### src/rtl/pcc_receive_data.sv
// PCC destination endpoint: accepts head/body/tail flits, returns pack/fail/cancel
// pulses, and keeps per-packet sequence, length, checksum and latency statistics.
module pcc_receive_data #(
    parameter logic [7:0]  MY_ID          = 8'h00,
    parameter int unsigned CHECK_ID       = 1,
    parameter int unsigned PACK_NUM       = 1,
    parameter int unsigned ACK_DELAY      = 4,
    parameter int unsigned CANCEL_DELAY   = 2,
    parameter logic [15:0] PACKAGE_LENGTH = 16'd128,
    parameter logic [15:0] TIMEOUT        = 16'd1024,
    parameter int unsigned DATAW          = 66
) (
    input  logic             clk,
    input  logic             reset,
    input  logic [DATAW-1:0] PCC_ip_data_i,
    input  logic             PCC_ip_stb_i,
    input  logic             PCC_ip_fwd_i,
    output logic             PCC_ip_pack_o,
    output logic             PCC_ip_fail_o,
    output logic             PCC_ip_cancel_o,
    output logic [15:0]      pkt_cnt_o,
    output logic [15:0]      err_cnt_o,
    output logic [15:0]      flit_cnt_o,
    output logic             seq_err_o,
    output logic             len_err_o,
    output logic [31:0]      csum_o,
    output logic [31:0]      last_lat_o
);

    localparam int unsigned ACK_FIRST   = ACK_DELAY - 1;
    localparam int unsigned ACK_LAST    = ACK_FIRST + 2 * (PACK_NUM - 1);
    localparam logic [15:0] ACK_FIRST_W = 16'(ACK_FIRST);
    localparam logic [15:0] ACK_LAST_W  = 16'(ACK_LAST);
    localparam logic        ACK_PAR     = 1'(ACK_FIRST % 2);
    localparam logic [15:0] CLOSE_LAST  = 16'(CANCEL_DELAY - 1);

    typedef enum logic [1:0] {
        S_IDLE  = 2'd0,
        S_ACK   = 2'd1,
        S_RECV  = 2'd2,
        S_CLOSE = 2'd3
    } state_t;

    state_t      r_state;
    logic        r_stb_q;
    logic [1:0]  r_type_q;
    logic [15:0] r_idx_q;
    logic        r_first_body;
    logic [15:0] r_cnt;
    logic [31:0] r_lat;

    logic [1:0]  w_type;
    logic [15:0] w_idx;
    logic [31:0] w_payload;
    logic        w_head;
    logic        w_body;
    logic        w_tail;
    logic        w_stb_fall;
    logic        w_id_ok;
    logic        w_timeout;
    logic        w_unused;

    assign w_type     = PCC_ip_data_i[65:64];
    assign w_idx      = PCC_ip_data_i[63:48];
    assign w_payload  = PCC_ip_data_i[31:0];
    assign w_unused   = ^PCC_ip_data_i[47:32];

    assign w_head     = PCC_ip_stb_i & ~r_stb_q & (w_type == 2'b10);
    // Sender holds data between beats, so only a new index (or the first body) counts.
    assign w_body     = (w_type == 2'b00) & PCC_ip_fwd_i & (r_first_body | (w_idx != r_idx_q));
    assign w_tail     = (w_type == 2'b01) & (r_type_q != 2'b01);
    assign w_stb_fall = r_stb_q & ~PCC_ip_stb_i;
    assign w_id_ok    = (CHECK_ID == 0) || (PCC_ip_data_i[7:0] == MY_ID);
    assign w_timeout  = (r_cnt + 16'd1) == TIMEOUT;

    // r_cnt is the ACK/CLOSE delay counter and the RECV idle timer.
    always_ff @(posedge clk) begin
        if (reset) begin
            r_state         <= S_IDLE;
            r_stb_q         <= 1'b0;
            r_type_q        <= 2'b00;
            r_idx_q         <= 16'd0;
            r_first_body    <= 1'b0;
            r_cnt           <= 16'd0;
            r_lat           <= 32'd0;
            PCC_ip_pack_o   <= 1'b0;
            PCC_ip_fail_o   <= 1'b0;
            PCC_ip_cancel_o <= 1'b0;
            pkt_cnt_o       <= 16'd0;
            err_cnt_o       <= 16'd0;
            flit_cnt_o      <= 16'd0;
            seq_err_o       <= 1'b0;
            len_err_o       <= 1'b0;
            csum_o          <= 32'd0;
            last_lat_o      <= 32'd0;
        end else begin
            r_stb_q         <= PCC_ip_stb_i;
            r_type_q        <= w_type;
            r_idx_q         <= w_idx;
            PCC_ip_pack_o   <= 1'b0;
            PCC_ip_fail_o   <= 1'b0;
            PCC_ip_cancel_o <= 1'b0;

            case (r_state)
                S_IDLE: begin
                    if (w_head) begin
                        if (w_id_ok) begin
                            flit_cnt_o   <= 16'd0;
                            csum_o       <= 32'd0;
                            seq_err_o    <= 1'b0;
                            len_err_o    <= 1'b0;
                            r_lat        <= 32'd0;
                            r_first_body <= 1'b1;
                            r_cnt        <= 16'd0;
                            r_state      <= S_ACK;
                        end else begin
                            PCC_ip_fail_o <= 1'b1;
                            err_cnt_o     <= err_cnt_o + 16'd1;
                        end
                    end
                end

                S_ACK: begin
                    r_lat <= r_lat + 32'd1;
                    r_cnt <= r_cnt + 16'd1;
                    if (w_body) begin
                        seq_err_o <= 1'b1;
                    end
                    if (w_stb_fall) begin
                        err_cnt_o <= err_cnt_o + 16'd1;
                        r_state   <= S_IDLE;
                    end else if ((r_cnt >= ACK_FIRST_W) && (r_cnt[0] == ACK_PAR)) begin
                        // Pulses sit on every other count once the initial delay has elapsed.
                        PCC_ip_pack_o <= 1'b1;
                        if (r_cnt == ACK_LAST_W) begin
                            r_cnt   <= 16'd1;
                            r_state <= S_RECV;
                        end
                    end
                end

                S_RECV: begin
                    r_lat <= r_lat + 32'd1;
                    if (w_tail) begin
                        len_err_o  <= (flit_cnt_o != PACKAGE_LENGTH);
                        last_lat_o <= r_lat + 32'd1;
                        r_cnt      <= 16'd0;
                        r_state    <= S_CLOSE;
                    end else if (w_stb_fall) begin
                        err_cnt_o <= err_cnt_o + 16'd1;
                        r_state   <= S_IDLE;
                    end else if (w_body) begin
                        if (flit_cnt_o != 16'hFFFF) begin
                            flit_cnt_o <= flit_cnt_o + 16'd1;
                        end
                        csum_o <= csum_o ^ w_payload;
                        if (w_idx != flit_cnt_o) begin
                            seq_err_o <= 1'b1;
                        end
                        r_first_body <= 1'b0;
                        r_cnt        <= 16'd1;
                    end else if (w_timeout) begin
                        PCC_ip_fail_o <= 1'b1;
                        err_cnt_o     <= err_cnt_o + 16'd1;
                        r_state       <= S_IDLE;
                    end else begin
                        r_cnt <= r_cnt + 16'd1;
                    end
                end

                S_CLOSE: begin
                    r_cnt <= r_cnt + 16'd1;
                    if (r_cnt == CLOSE_LAST) begin
                        PCC_ip_cancel_o <= 1'b1;
                        if (!seq_err_o && !len_err_o) begin
                            pkt_cnt_o <= pkt_cnt_o + 16'd1;
                        end else begin
                            err_cnt_o <= err_cnt_o + 16'd1;
                        end
                        r_state <= S_IDLE;
                    end
                end

                default: r_state <= S_IDLE;
            endcase
        end
    end

endmodule

### config.mk
export PLATFORM = sky130hd
export DESIGN_NAME = pcc_receive_data
export DESIGN_NICKNAME = d
export VERILOG_FILES = /design/src/rtl/pcc_receive_data.sv
export SDC_FILE = /design/constraint.sdc
export NUM_CORES = 1
export LEC_CHECK = 0
export ABC_AREA = 1
export CORE_MARGIN = 4
export CORE_UTILIZATION = 50
export CTS_CLUSTER_SIZE = 28
export DETAILED_ROUTE_END_ITERATION = 7
export HOLD_SLACK_MARGIN = 0.03
export MAX_ROUTING_LAYER = met4
export PLACE_DENSITY_LB_ADDON = 0.05
export SYNTH_ARGS = -nofsm -noshare
export SYNTH_HDL_FRONTEND = slang
export SYNTH_SLANG_ARGS = --single-unit
### constraint.sdc
create_clock -name clk -period 5.5 [get_ports clk]
set_clock_uncertainty 0.2 [all_clocks]
set_input_delay 0.825 -clock clk [delete_from_list [all_inputs] [get_ports clk]]
set_output_delay 0.825 -clock clk [all_outputs]
set_load 0.005 [all_outputs]
# Yosys cells after proc, flatten, opt, wreduce, memory -nomap -nowiden
# Index checks and enable logic that the tools add are counted.
# word_totals
register_bits	187
inputBits	70
output_inout_bits	117
# classes
reduce_logical	23
n_lt_le_gt_ge	1
muxes	68
eq_ne	34
addsub	5
bitwise	12
# op_table
op	count
$mux W16	22
$mux W32	5
$pmux W16 S4	2
$pmux W32 S2	2
$add A16 B1 Y16 const B	4
$add A32 B1 Y32 const B	1
$ne A16 B16 Y1	2
$pmux W16 S2	1
$xor A32 B32 Y32	1
$ne A2 B2 Y1 const B	13
$mux W1	21
$mux W2	10
$eq A16 B1 Y1 const B	1
$eq A16 B11 Y1 const B	1
$eq A16 B2 Y1 const B	1
$ge A16 B2 Y1 const B	1
$ne A16 B16 Y1 const B	1
$ne A16 B8 Y1 const B	1
$reduce_and A8 Y1	2
$ne A3 B3 Y1 const B	5
$reduce_and A7 Y1	2
$ne A4 B4 Y1 const B	3
$logic_not A8 Y1	1
$pmux W2 S4	1
other kinds (19)	39

# Logic depth before layout (Yosys ltp)
# logic_depth
depth_word	7
depth_mapped	15

# Least setup slack after synthesis
# No wires, ideal clock.
# synth_path
path_type	in2reg
start	input PCC_ip_data_i[63]
end	register csum_o[31]
stages	12
t_required_ns	5.230
path_slack_ns	3.107
t_arrival_ns	2.123
path_buffers	1
setup_ns	0.070
path_cell_list	inv_1 > or2_0 > nand4_1 > nor2_1 > nand2_1 > nand2_2 > nand2_2 > nand3_2 > inv_2 > buf_2 > nand3_1 > a21oi_1
# synth_between
elab_chain_cells	5
# synth_rtl
item	line_no	text
start: declaration	15	input logic [DATAW-1:0] PCC_ip_data_i,
$ne A16 B16 Y1	70	assign w_body = (w_type == 2'b00) & PCC_ip_fwd_i & (r_first_body | (w_idx != r_idx_q));
$or A1 B1 Y1	70	
$and A1 B1 Y1	70	
$ne A2 B2 Y1 (no line)	n/a	
$reduce_and A6 Y1 (no line)	n/a	
end signal: assignment	156	csum_o <= csum_o ^ w_payload;
end: declaration	26	output logic [31:0] csum_o,
# No other way between the ends.
# A chain may end at the register's enable or synchronous reset.

# Final worst setup path
# layout_path
start	register r_state[0]
end	register flit_cnt_o[3]
# layout_between
elab_chain_cells	3
elab_cells_between_ends	11
# layout_rtl
item	line_no	text
start: declaration	44	state_t r_state;
start signal: assignment	79	r_state <= S_IDLE;
start signal: assignment	115	r_state <= S_ACK;
start signal: assignment	131	r_state <= S_IDLE;
$eq A2 B2 Y1 / $logic_not A2 Y1 (equally long branches)	104	case (r_state)
$ne A2 B2 Y1 (no line) / $reduce_bool A2 Y1 (equally long branches)	n/a	
$reduce_and A7 Y1 (no line)	n/a	
end signal: assignment	154	flit_cnt_o <= flit_cnt_o + 16'd1;
end: declaration	23	output logic [15:0] flit_cnt_o,
# Several ways; a longest one is shown, not always the timed one.

==> results.ini <==
[status]
status = finished, final reports clean

[timing]
fin_crit_sh_pct = 66.6
setup-tns-final_ns = 0
report.final.hold_viol_count = 0
timing.final.setup_violations = 0
max_clock_freq_ghz = 0.273
maxSlewViolCount = 0
final.min_clock_period_ns = 3.66
maxSlewHeadroom_pct = 30.6
grt_setup_unrepaired = false
worstMarginPinSlew_ns = 1.04

[clock_tree]
tritoncts = yes
cts_buffers = 17
clkLatencyLatePin_ns = 0.43
cts.hold.buffers_added = 0
post_cts_buffers = 0
post_cts_resized = 0
cts.root.buffer_cell = sky130_fd_sc_hd__clkbuf_16
ctsHtreeMaxLevel = 4
ctsLongestPathBuffers = 2
clk_transition_reported_paths_ns = 0.07
numClockSinks = 187

[synthesis]
synth_seq_area_share_pct = 37.4
yosys_warns = 0
synthDominantCellAreaShare_pct = 37.4
avgSynthCellArea_um2 = 6.89
synth.top_cells.by_area = sky130_fd_sc_hd__dfxtp_1 37%, sky130_fd_sc_hd__nand2_1 12%, sky130_fd_sc_hd__a21oi_1 7.6%
synth_enable_flop_cells = 0
syn_inst = 1453
yosysMostFrequentCell = sky130_fd_sc_hd__nand2_1
ys_top_cells_by_count = 315 x sky130_fd_sc_hd__nand2_1, 187 x sky130_fd_sc_hd__dfxtp_1, 157 x sky130_fd_sc_hd__nor2_1
yosys.area.top_type = sky130_fd_sc_hd__dfxtp_1
synth-seq-cells = 187
ys_async_sr_fraction_pct = 0
mappedNetlistArea_um2 = 10000
number_of_nets_produced_by_synthesis = 1535
synth-main-ff-cell = sky130_fd_sc_hd__dfxtp_1
unique_masters_post_synth = 41

[die]
die-width_um = 149
placeableCoreArea_um2 = 19600
fp-row-count = 51
dieHeight_um = 149
design.die.area_um2 = 22300
top_level_ports = 187
floorplan.initialDensity_pct = 51.1

[routing]
routed_via_density = 5.20
count_of_vias_placed_by_the_detailed_router = 9693
drt-initial-drc-count = 611
routed_wl_um = 26200
ant_nets = 0
drtPass1Iterations = 5
routed_wire_length_per_instance_um = 14.1
remaining_drc_errors = 0

[setup_path]
worstSetupStartpoint = r_state[0]
worst_ep_required_time_ns = 5.66
end_of_the_worst_register_to_register_path = flit_cnt_o[3]
critPathKind = register to register
worst_setup_path_start_kind = register
critPathSlowestCell = sky130_fd_sc_hd__ha_1
critPathCaptureType = register
cp-endpoint = flit_cnt_o[3]
path_max_fanout = 34
count_of_cell_instances_traversed_by_the_critical_path = 11
timing.reg2reg.worst_path_depth = 11
timing.critical_path.buf_inv = 5
cpPeakStageDelay_ns = 0.66
cp_cell_sequence = inv_1, ha_1, inv_1, nor2_1, clkinv_1, nand3_2, buf_4, inv_2, nand2_1, nand2_1, a21oi_1
rrSetupSlack_ns = 1.84
critical-path-top-delay-family = buffers and inverters
worstReg2RegStart = r_state[0]
worst_ep_arrival_time_ns = 3.82

[power]
power.total_uw = 2760
power.leakage_uw = 0.00470
worst_ir_drop_vdd_mv = 0.187
p_per_area_nw_per_um2 = 222

[grt]
gr-total-overflow = 0
grt_util_all_layers_pct = 24.4
grt_max_degree = 96
antenna_found_initial = 0
grt_pass1_wl_um = 44100
grt_pass1_vias = 8907

[finish]
nNetsFinal = 1668
areaGrowthSynthToFinish_pct = 24.1
fillerInstances = 1829
layout-drive-gt1-share_pct = 4.13
diodes = 0

[placement]
post-dp-hpwl_um = 18700
place.gp.congestion = 0.898
portBuffers = 170

[job]
drv.max_cap_violation_count = 0

[min_path]
hold_class = register to register

[per-layer routing]
layer	wire length, µm	GRT usage (%)
met5	0	-
met3	1470	4.69
met2	12200	38.2
met4	524	6.36
met1	12000	32.5
[per-stage QoR]
step,cell area [µm²],hold slack [ns],cells,utilization (%),setup slack [ns]
after floorplan,10000,0.244,1453,-,3.11
final,12400,0.268,1864,63.4,1.84
after CTS,12400,0.269,1864,63.4,1.86
after global routing,12400,0.301,1864,63.4,1.50
after detailed placement,11800,0.258,1832,60.3,1.59
after global placement,11800,0.257,1832,60.3,1.61
[flip-flops by register name, summed over array words and instances, names as in the netlist]
name / flops
flit_cnt_o: 16
pkt_cnt_o: 16
last_lat_o: 32
PCC_ip_cancel_o: 1
len_err_o: 1
r_type_q: 2
r_idx_q: 16
PCC_ip_fail_o: 1
r_stb_q: 1
r_cnt: 16
r_state: 2
csum_o: 32
PCC_ip_pack_o: 1
r_first_body: 1
r_lat: 32
err_cnt_o: 16
seq_err_o: 1
[power breakdown]
group	leakage, µW	switching [µW]	internal [µW]
logic	0.00289	63.4	56.4
registers	0.00151	3.64	1360
clock network	0.000299	580	693
total	0.00470	647	2110
[cells in the final DEF, fill, tap and decap left out, types with 17 or more instances in the layout]
cell type / synthesis / layout
sky130_fd_sc_hd__dfxtp_1: 187 / 187
sky130_fd_sc_hd__o21ai_0: 56 / 56
sky130_fd_sc_hd__a21oi_1: 151 / 150
sky130_fd_sc_hd__nor3_1: 40 / 40
sky130_fd_sc_hd__clkbuf_16: 0 / 17
sky130_fd_sc_hd__nand4_1: 35 / 35
sky130_fd_sc_hd__nand3_1: 117 / 117
sky130_fd_sc_hd__clkdlybuf4s50_1: 0 / 169
sky130_fd_sc_hd__xor2_1: 78 / 78
sky130_fd_sc_hd__nor2_1: 157 / 156
sky130_fd_sc_hd__inv_1: 138 / 138
sky130_fd_sc_hd__xnor2_1: 22 / 22
sky130_fd_sc_hd__o21bai_1: 22 / 22
sky130_fd_sc_hd__nand2_1: 315 / 315
[worst register-to-register path, delay by kind of cell, from the launching register on]
| family | cells | cell delay [ns] |
|---|---|---|
| buffers and inverters | 5 | 1.56 |
| and+or+nand+nor | 4 | 0.72 |
| adders and majority gates | 1 | 0.66 |
| DFF | 1 | 0.34 |
| AOI/OAI and AO/OA | 1 | 0.13 |
[area by class of cell]
class,count,area [µm²],area share [%]
Multi-Input combinational cell,1060,5450,43.9
Sequential cell,187,3740,30.1
Timing Repair Buffer,178,1760,14.2
Inverter,142,533,4.29
Clock buffer,18,429,3.46
Tap cell,265,332,2.67
Clock inverter,14,174,1.40
[kinds of logic (layout without fill, tap and decap cells)]
group                    count (synthesis)  after routing  share of synthesized area, %
buffers and inverters                  206            352                          8.18
XOR/XNOR                               100            100                          8.75
AO/OA/AOI/OAI                          246            246                          13.2
flip-flops                             187            187                          37.4
AND/OR/NAND/NOR                        702            702                          30.9
adder cells (fa/ha/maj)                 12             12                          1.50
[how the worst min path moves through the flow]
stage | from | end | cells after the start
floorplan | r_first_body | r_first_body | 2
global placement | last_lat_o[1] | last_lat_o[1] | 2
detailed placement | last_lat_o[1] | last_lat_o[1] | 2
CTS | last_lat_o[1] | last_lat_o[1] | 2
global route | last_lat_o[1] | last_lat_o[1] | 2
finish | last_lat_o[1] | last_lat_o[1] | 2
Power figures use the tool's default switching activity.
